$ cat src/rtl/imem_fetch_arbiter.sv
// imem_fetch_arbiter
//   Round-robin arbiter that shares one single-port synchronous instruction
//   RAM among NUM_CORES fetch units. One request is granted per cycle. The
//   RAM address is driven in the grant cycle, and the read data comes back
//   to the granted core one cycle later, tagged by a one-hot rvalid strobe.
//
// Optional feature (macro IMEM_ADDR_CHECK_EN):
//   A winning request whose address is >= DATA_MEM_START is still granted,
//   but the RAM is not enabled. The next cycle returns rvalid together with
//   addr_err for that core, and rdata reads 0.
//   Without the macro, every grant goes to the RAM and addr_err is tied to 0.
//
// Ports:
//   clk        rising-edge clock
//   reset_n    asynchronous active-low reset
//   en         global enable; 0 blocks new grants
//   req        per-core fetch request (bit i = core i)
//   req_addr   flattened fetch addresses, core i at [i*ADDR_WIDTH +: ADDR_WIDTH]
//   grant      one-hot combinational accept
//   rvalid     one-hot registered response strobe
//   rdata      returned instruction, meaningful while rvalid != 0
//   mem_en     RAM read enable
//   mem_addr   RAM read address
//   mem_rdata  RAM read data, valid the cycle after mem_en
//   addr_err   one-hot registered address-error strobe
module imem_fetch_arbiter #(
  parameter int NUM_CORES      = 4,
  parameter int ADDR_WIDTH     = 10,
  parameter int INST_WIDTH     = 32,
  parameter int DATA_MEM_START = 512
) (
  input  logic                             clk,
  input  logic                             reset_n,
  input  logic                             en,
  input  logic [NUM_CORES-1:0]             req,
  input  logic [NUM_CORES*ADDR_WIDTH-1:0]  req_addr,
  output logic [NUM_CORES-1:0]             grant,
  output logic [NUM_CORES-1:0]             rvalid,
  output logic [INST_WIDTH-1:0]            rdata,
  output logic                             mem_en,
  output logic [ADDR_WIDTH-1:0]            mem_addr,
  input  logic [INST_WIDTH-1:0]            mem_rdata,
  output logic [NUM_CORES-1:0]             addr_err
);

  localparam int          PTR_W = $clog2(NUM_CORES);
  localparam int unsigned NC    = NUM_CORES;

  logic [PTR_W-1:0]      rr_ptr;
  logic [PTR_W-1:0]      winner;
  logic [PTR_W-1:0]      next_ptr;
  logic                  found;
  logic                  grant_any;
  logic                  addr_bad;
  logic [ADDR_WIDTH-1:0] win_addr;

  // Scan starts at rr_ptr and wraps modulo NUM_CORES. NUM_CORES may be a
  // non-power-of-two, so the wrap is an explicit subtraction and not a
  // truncation.
  always_comb begin : arbitrate
    int unsigned idx;
    logic [PTR_W-1:0] cand;
    found  = 1'b0;
    winner = '0;
    idx    = 0;
    cand   = '0;
    for (int unsigned i = 0; i < NC; i++) begin
      idx = 32'(rr_ptr) + i;
      if (idx >= NC) idx = idx - NC;
      cand = idx[PTR_W-1:0];
      if (!found && req[cand]) begin
        found  = 1'b1;
        winner = cand;
      end
    end
  end

  always_comb begin
    grant_any = en & found;
    win_addr  = req_addr[32'(winner)*ADDR_WIDTH +: ADDR_WIDTH];
    grant     = grant_any ? (NUM_CORES'(1) << winner) : '0;
    mem_addr  = grant_any ? win_addr : '0;
    mem_en    = grant_any & ~addr_bad;
    next_ptr  = (winner == PTR_W'(NUM_CORES - 1)) ? '0 : winner + 1'b1;
  end

  always_ff @(posedge clk or negedge reset_n) begin
    if (!reset_n) begin
      rr_ptr <= '0;
      rvalid <= '0;
    end else begin
      if (grant_any) rr_ptr <= next_ptr;
      rvalid <= grant;
    end
  end

`ifdef IMEM_ADDR_CHECK_EN
  localparam logic [ADDR_WIDTH:0] DATA_START = (ADDR_WIDTH+1)'(DATA_MEM_START);

  logic [NUM_CORES-1:0] err_q;

  // The extra bit keeps the compare correct when DATA_MEM_START equals
  // 2**ADDR_WIDTH, which means no address is rejected.
  assign addr_bad = ({1'b0, win_addr} >= DATA_START);

  always_ff @(posedge clk or negedge reset_n) begin
    if (!reset_n) err_q <= '0;
    else          err_q <= addr_bad ? grant : '0;
  end

  // The RAM was not read for a rejected fetch, so its output is stale.
  assign addr_err = err_q;
  assign rdata    = (|err_q) ? '0 : mem_rdata;
`else
  assign addr_bad = 1'b0;
  assign addr_err = '0;
  assign rdata    = mem_rdata;
`endif

endmodule

$ cat config.mk
export PLATFORM = sky130hd
export DESIGN_NAME = imem_fetch_arbiter
export DESIGN_NICKNAME = d
export VERILOG_FILES = /design/src/rtl/imem_fetch_arbiter.sv
export SDC_FILE = /design/constraint.sdc
export NUM_CORES = 1
export LEC_CHECK = 0
export CORE_MARGIN = 5
export CORE_UTILIZATION = 24
export CTS_CLUSTER_DIAMETER = 30
export DETAILED_ROUTE_END_ITERATION = 6
export GPL_ROUTABILITY_DRIVEN = 0
export PLACE_DENSITY = 0.89
export SYNTH_ARGS = -nofsm -noshare
export SYNTH_HDL_FRONTEND = slang
export SYNTH_SLANG_ARGS = --single-unit
$ cat constraint.sdc
create_clock -name clk -period 2.58 [get_ports clk]
set_input_delay 0.516 -clock clk [delete_from_list [all_inputs] [get_ports clk]]
set_output_delay 0.516 -clock clk [all_outputs]
set_load 0.03 [all_outputs]
==> impl_metrics.yaml <==
status:
  status: "finished with violations"
  violations: "negative setup slack"
min_path:
  hold_path_class: "in2async"
yosys:
  synth_seq_cells: 6
  synth_top_family_by_area: "buffers and inverters"
  synth_ff_type: "dfrtp_1"
  async_flop_share_pct: 100
  syn_inst: 103
  synthDistinctLibCells: 23
  synth_top_area_share_pct: 29.0
  synth_compound_area_share_pct: 15.7
  ys_top_cells_by_area: "buf_4 (29%), mux2i_1 (21%), dfrtp_1 (16%)"
  muxShareOfSynthArea_pct: 22.7
  yosysWarnings: 0
  yosysTopAreaCell: "buf_4"
  synth-adder-area-share_pct: 5.37
  synthMostInstantiatedCell: "buf_4"
  synth_xor_area_share_pct: 0
  synth_area_per_cell_um2: 9.05
  yosys.area_share.simple_pct: 6.31
  synth_seq_area_share_pct: 16.1
  syn-cell-area_um2: 932
  synth-edff-count: 0
  synth_common_cells: "buf_4 (36), mux2i_1 (20), o22ai_1 (10)"
clock_network:
  htree_levels: 1
  clockRootBuffer: "clkbuf_8"
  clk_latency_ns: 0.23
  hold_buffers: 0
  cts-buffers-inserted: 3
  cts_max_path_buffers: 2
  cts_sinks: 6
  clk_pin_slew_worst_paths_ns: 0.04
  cts_tree: "done"
critical_path:
  cp-endpoint: "mem_addr[9]"
  path_cells: "nor2b_4 -> o21a_1 -> a311oi_4 -> buf_6 -> buf_12 -> mux2i_2 -> o22ai_1 -> buf_4"
  startpoint: "rr_ptr[1]$_DFFE_PN0P_"
  crit-reg2reg-launch: "rr_ptr[1]$_DFFE_PN0P_"
  cp.depth: 8
  cp_max_fo: 6
  critPathLaunchType: "register"
  critPathBufInv: 3
  cp.arrival_ns: 2.09
  path_delay_family: "compound AO/OA/AOI/OAI gates"
  r2r_slack_ns: 0.66
  cpPeakStageDelay_ns: 0.42
  worstSetupEndpointType: "output port"
  slowest_stage: "dfrtp_1"
  required_ns: 2.06
  reg2reg_to: "rr_ptr[1]$_DFFE_PN0P_"
  crit_type: "reg2out"
  rr_worst_depth: 7
pwr:
  p_int_mw: 0.678
  pwr-share-seq_pct: 11.8
  p_leak_nw: 0.739
  swShare_pct: 41.9
  max-vdd-ir-drop_v: 0.000219
  p_per_area_mw_per_mm2: 727
  p_sw_mw: 0.489
  combPwrFrac_pct: 75.4
  clkPwrFrac_pct: 12.8
global_route:
  grt_use_met1_pct: 11.4
  met3_usage_pct: 2.77
  grtUsageMet2_pct: 22.5
  grt_use_total_pct: 12.0
  antenna_found_initial: 0
  grt_overflow_total: 0
  grt_pass1_vias: 981
  grt-busiest-layer: "met2"
  grt_pass1_wl_um: 4860
  grt_max_degree: 13
placed_design:
  portBuffers: 65
  dp_hpwl_um: 2500
  dp.cells: 192
detailed_routing:
  drt_first_pass_iters: 4
  drt_iter0_drc: 25
  wl_per_cell_um: 17.3
  ant_nets: 0
  post-route-drc-count: 0
  via_per_inst: 4.60
  wirelength_um: 3500
  vias: 929
sta:
  max_clock_freq_ghz: 0.383
  finalCriticalPeriod_ns: 2.61
  setup_violations: 5
  whs_ns: 0.538
  fin_worst_skew_ns: 0.00293
  fin_crit_sh_pct: 101
  layout_setup_ws_ns: -0.0288
  hold_viol: 0
  rsz0062_at_grt: "true"
  slew_violations: 0
die:
  ios: 134
  coreArea_mm2: 0.00372
  fp-row-count: 22
  die_area_mm2: 0.00523
  die_h_um: 72.3
  start_util_pct: 25.1
  die_w_um: 72.3
run:
  cap_violations: 0
cells_and_area:
  num-nets-final: 239
  diodes: 0
  area_delta_synth_final_pct: 72.2
  drive_gt1_share_pct: 31.8
  final_cells: 202
## power by group through the flow
stage | Combinational, mW | Sequential [mW] | Clock (mW)
detailed placement | 0.695 | 0.136 | 0
floorplan | 0.506 | 0.160 | 0
global placement | 0.683 | 0.135 | 0
global route | 0.932 | 0.141 | 0.155
CTS | 0.866 | 0.136 | 0.152
finish | 0.879 | 0.138 | 0.149
## cell usage in the layout, fill, tap and decap left out, drive strengths merged, types with 2 or more instances in the layout
cell type	count
clkbuf	4
dlygate4sd2	3
nor2	3
buf	32
dfrtp	6
mux2i	20
conb	4
ha	4
inv	3
clkdlybuf4s50	46
and2	4
nand2	2
o22ai	10
a21oi	2
clkdlybuf4s15	2
## worst reg2reg max path, delay by kind of cell (launching register included)
family	cells	cell delay, ns
simple gates	1	0.15
flops	1	0.42
mux	1	0.25
buf+inv	2	0.28
compound gates	2	0.47
fa+ha+maj	1	0.22
## routing by layer
layer	part of all wire [%]	vias to the layer above
met5	0	-
met4	4.0	0
met3	7.3	22
met2	54	40
met1	34	442
li1	-	425
## repair_timing
item | CTS | global route
pin swaps | 3 | 3
setup endpoints to repair | 15 | 14
endpoints found under the hold margin | 0 | 0
setup buffers | 4 | 2
gates cloned | 2 | 1
gates resized for setup | 26 | 17
## registers in the layout, indices dropped and copies added, names as in the netlist
register / count
rr_ptr: 2
rvalid: 4
## per-stage QoR
stage	worst slack (ns)	area, µm²	util (%)	total power [mW]	TNS (ns)
floorplan	0.0898	943	-	0.666	0
global placement	-0.489	1410	38.0	0.817	-5.56
detailed placement	-0.567	1410	38.0	0.831	-6.15
CTS	-0.00953	1590	42.7	1.15	-0.00953
global route	-0.126	1610	43.2	1.23	-0.799
finish	-0.0288	1610	43.2	1.17	-0.0679
## final cells by class
cell class	count	area, µm²
fillers	373	2110
repair buffers	84	826
multi-input cells	58	517
flip-flops and latches	6	150
well taps	48	60.1
clock buffers	3	41.3
inverters	3	11.3
## logic make-up (layout without fill, tap and decap cells)
| logic type | after synthesis | after routing |
|---|---|---|
| buf+inv | 42 | 90 |
| mux | 21 | 21 |
| compound gates | 18 | 18 |
| simple gates | 11 | 11 |
| flops | 6 | 6 |
| fa+ha+maj | 4 | 4 |
| other cells | 1 | 4 |
## worst min-delay path by stage
stage                                  endpoint  depth (start not counted)
after floorplan           rr_ptr[0]$_DFFE_PN0P_                          0
after detailed placement  rr_ptr[0]$_DFFE_PN0P_                          2
after global placement    rr_ptr[0]$_DFFE_PN0P_                          2
after global routing        rvalid[0]$_DFF_PN0_                          1
after CTS                   rvalid[0]$_DFF_PN0_                          1
final                       rvalid[0]$_DFF_PN0_                          1
Note: power is estimated with default switching activity, not from simulation.
==> variant 1, RTL diff (config.mk and constraints unchanged) <==
The option `IMEM_ADDR_CHECK_EN` is turned on by a define.
--- a/src/rtl/imem_fetch_arbiter.sv
+++ b/src/rtl/imem_fetch_arbiter.sv
@@ -25,2 +25,4 @@
 //   addr_err   one-hot registered address-error strobe
+`define IMEM_ADDR_CHECK_EN
+
 module imem_fetch_arbiter #(
Function: changed (a bounded check fails within 4 cycles, from zero or initial values and one cycle with reset_n low).
==> variant 1 against the original RTL <==
  * The run still ends with negative setup slack left
  * Wire length up 42%
  * Sequential cell count up 4
  * Critical path type unchanged
  * Utilization up 21 points
  * Synthesized cell count up 16%
  * Worst setup slack better by 0.016 ns
  * Area after synthesis up 17%
  * Design area up 75%
  * Sequential share of layout area down 0.41 points
Power is not compared: it rests on default switching activity, and its combinational part moved more than twofold at a synthesized area within 25%.
==> variant 1: results (changes against the original RTL) <==
Share of post-route cells with drive strength above 1: 0.319 (+0.000500)
Placed Area: 2520 um2 (+78%)
Synth top area cells: dfrtp_1 (23%), and2_1 (21%), mux2i_1 (17%), nor3b_2 (5.7%), o22ai_1 (5.1%)
Cell variety after synth: 33 (+43%)
Reg-to-reg endpoint: addr_err[1]$_DFF_PN0_
Register area share after synthesis: 0.229 (+0.0678)
Worst Setup Slack, final: -0.0133 ns (+0.0155 ns)
Global-route usage over all layers: 0.160 (+0.0396)
Final setup viols: 1 (-4)
Layout Skew: 0.00216 ns (-0.000775 ns)
Placed Cells: 310 (+61%)
R2R cell count: 10 (+3)
Vias in the first global route: 1615 (+65%)
Final nets: 357 (+49%)
Synth top cells by count: and2_1 (36), mux2i_1 (19), dfrtp_1 (10), o22ai_1 (9), nor3b_2 (5)
DRT iter0 DRCs: 13 (-48%)
Failing checks: negative setup slack
Max incr delay on CP: 0.44 ns (+0.02 ns)
Routed WL: 4980 um (+42%)
Top cell type's share of synthesized area: 0.229 (-0.0611)
Post-synthesis cell count: 119 (+16%)
Status: finished, violations left
Post-Route Setup TNS: -0.0133 ns (+0.0547 ns)
Power, Total: 2.25 mW
Number of setup buffers added after CTS: 6 (+2)
CP max stage cell: dfrtp_2
==> variant 1: final cells by class <==
class	count	area [um2]
inverters	3	11.3
well taps	52	65.1
flip-flops and latches	10	251
clock buffers	4	55.1
multi-input cells	99	850
repair buffers	157	1580
fillers	345	1570
==> variant 1: per-layer routing <==
layer  GRT usage  vias to the layer above  share of wire
met4      0.0481                        0          0.015
met1       0.153                      669           0.35
met3      0.0671                        7           0.13
li1            -                      725              -
met5           0                        -              0
met2       0.306                      121           0.51
==> variant 1: worst min-delay path by stage <==
stage | startpoint | endpoint | slack (ns) | cells past startpoint
3_5_place_dp | rr_ptr[0]$_DFFE_PN0P_ | rr_ptr[0]$_DFFE_PN0P_ | 0.57 | 1
4_1_cts | reset_n | rvalid[1]$_DFF_PN0_ | 0.60 | 1
5_1_grt | rr_ptr[1]$_DFFE_PN0P_ | rr_ptr[1]$_DFFE_PN0P_ | 0.62 | 1
2_1_floorplan | reset_n | addr_err[0]$_DFF_PN0_ | 0.22 | 0
6_report | reset_n | rvalid[1]$_DFF_PN0_ | 0.59 | 1
3_3_place_gp | rr_ptr[0]$_DFFE_PN0P_ | rr_ptr[0]$_DFFE_PN0P_ | 0.55 | 1
==> variant 1: cell families (layout without fill, tap and decap cells) <==
family,Yosys count,after routing,synth area share
AO/OA/AOI/OAI,20,20,0.142
adder cells (fa/ha/maj),4,4,0.0458
flip-flops,10,10,0.229
buffers and inverters,10,164,0.0458
AND/OR/NAND/NOR,55,55,0.354
multiplexers,20,20,0.184
==> variant 1: per-stage QoR <==
stage                     setup slack [ns]  utilization
after global placement              -0.402        0.575
after detailed placement            -0.451        0.575
final                              -0.0133        0.642
after floorplan                      0.202            -
after CTS                          0.00553        0.628
after global routing               -0.0972        0.642
==> variant 2, RTL diff (same settings) <==
Made on the original files. The parameter `NUM_CORES` goes from 4 to 2.
--- a/src/rtl/imem_fetch_arbiter.sv
+++ b/src/rtl/imem_fetch_arbiter.sv
@@ -26,3 +26,3 @@
 module imem_fetch_arbiter #(
-  parameter int NUM_CORES      = 4,
+  parameter int NUM_CORES      = 2,
   parameter int ADDR_WIDTH     = 10,
Interface: changed (5 resized); port bits go from 134 to 106. The function was not compared with the original's and may differ.
==> variant 2 against the original RTL <==
  * Die area down 36%
  * Design area down 54%
  * Wire length down 52%
  * Total power down 74%
  * Area after synthesis down 41%
  * Clock skew down 0.0015 ns
  * Sequential cell count down 3
  * Cell count down 41%
  * Non-clock buffer count down 43
  * Global-route usage down 1.4 points
  * Synthesized cell count down 19%
  * Worst setup slack better by 0.28 ns
  * Critical endpoint is now mem_addr[4]
==> variant 2: results (changes against the original RTL) <==
Largest net degree at the start of global routing: 24 (+11)
Comb group: 162 uW (-82%)
Global-route wire length before repair: 2700 um (-44%)
Global-route usage over all layers: 0.107 (-0.0136)
Number of port buffers: 39 (-40%)
DRT iter0 DRCs: 8 (-68%)
Post-CTS sizing: 0 (-100%)
Register area share after synthesis: 0.136 (-0.0253)
Dpl ws: 0.237 ns (+0.803 ns)
Vias post-DR: 522 (-44%)
Routed vias/inst: 4.39 (-4.6%)
Max incr delay on CP: 0.53 ns (+0.11 ns)
Final nets: 149 (-38%)
Dpl hpwl: 1370 um (-45%)
Share of post-route cells with drive strength above 1: 0.209 (-0.109)
P_leak: 0.333 nW (-55%)
Clock latency at the later pin of the worst-skew pair: 0.23 ns (about the same)
Critical path's top delay family: buffers and inverters
1st-pass router iterations: 2 (-2)
Cell-internal power: 189 uW (-72%)
Clock-net power: 84.6 uW (-43%)
Yosys warns: 0 (unchanged)
VDD IR max: 0.246 mV (+12%)
CP max stage cell: clkdlybuf4s50_1
Worst hold path type: in2async
Synth top area cells: buf_4 (49%), nand2_1 (15%), dfrtp_1 (14%), o22ai_1 (11%), nor2_1 (2.7%)
Cell variety after synth: 12 (-48%)
Root Driver: clkbuf_4
Placed Cells: 115 (-40%)
Placed Area: 716 um2 (-49%)
Sw Share: 0.380 (-0.0392)
Worst Path Max Fanout: 11 (+5)
Ys async rst share: 1.00 (unchanged)
Status: completed
Top_reg_cell synth: dfrtp_1
Post-synthesis cell count: 83 (-19%)
Layout Skew: 0.00146 ns (-0.00147 ns)
Biggest regs: rvalid (2), rr_ptr (1)
Vias in the first global route: 605 (-38%)
Number of setup buffers added after CTS: 0 (-4)
Synth top cells by count: buf_4 (36), nand2_1 (22), o22ai_1 (10), nor2_1 (4), dfrtp_1 (3)
WL per Instance: 14.2 um (-18%)
Clk buf depth: 2 (unchanged)
## variant 2: changes by cell type in the layout (fill, tap and decap cells not counted), sizes merged, moves of 2 or more
cell           delta
clkdlybuf4s15     -2
dlygate4sd2       -3
ha                -4
conb              -2
mux2i            -20
clkdlybuf4s50    -20
nand2            +20
dfrtp             -3
buf              -17
and2              -4
## variant 2: worst paths after layout
| kind | cells after the start | slack, ns | start | end |
|---|---|---|---|---|
| max | 4 | 0.25 | req[0] | mem_addr[4] |
| min | 1 | 0.47 | reset_n | rvalid[0]$_DFF_PN0_ |
| max reg2reg | 3 | 1.54 | rr_ptr$_DFFE_PN0P_ | rvalid[0]$_DFF_PN0_ |
| min reg2reg | 1 | 0.57 | rr_ptr$_DFFE_PN0P_ | rr_ptr$_DFFE_PN0P_ |
| max in group asynchronous | 1 | 1.96 | reset_n | rr_ptr$_DFFE_PN0P_ |
| min in group clk | 1 | 0.57 | rr_ptr$_DFFE_PN0P_ | rr_ptr$_DFFE_PN0P_ |
## variant 2: layout make-up
type	instances	area, um2
inverters	2	7.51
flip-flops and latches	3	75.1
multi-input cells	41	188
well taps	28	35.0
repair buffers	41	410
fillers	247	1470
clock buffers	4	26.3
## variant 2: worst reg2reg max path: cells and delay by family (launching register included)
| kind | cells | cell delay (ns) |
|---|---|---|
| simple gates | 3 | 0.54 |
| flops | 1 | 0.41 |
## variant 2: layer usage
layer | up-vias | track usage | share of wire
li1 | 247 | - | -
met1 | 225 | 0.0816 | 0.29
met2 | 36 | 0.187 | 0.50
met3 | 14 | 0.0579 | 0.14
met4 | 0 | 0.0993 | 0.066
met5 | - | 0 | 0
## variant 2: cells by family after synthesis
family	share of synthesized area
buffers and inverters	0.532
other	0.00678
DFF	0.136
and+or+nand+nor	0.176
AOI/OAI and AO/OA	0.149
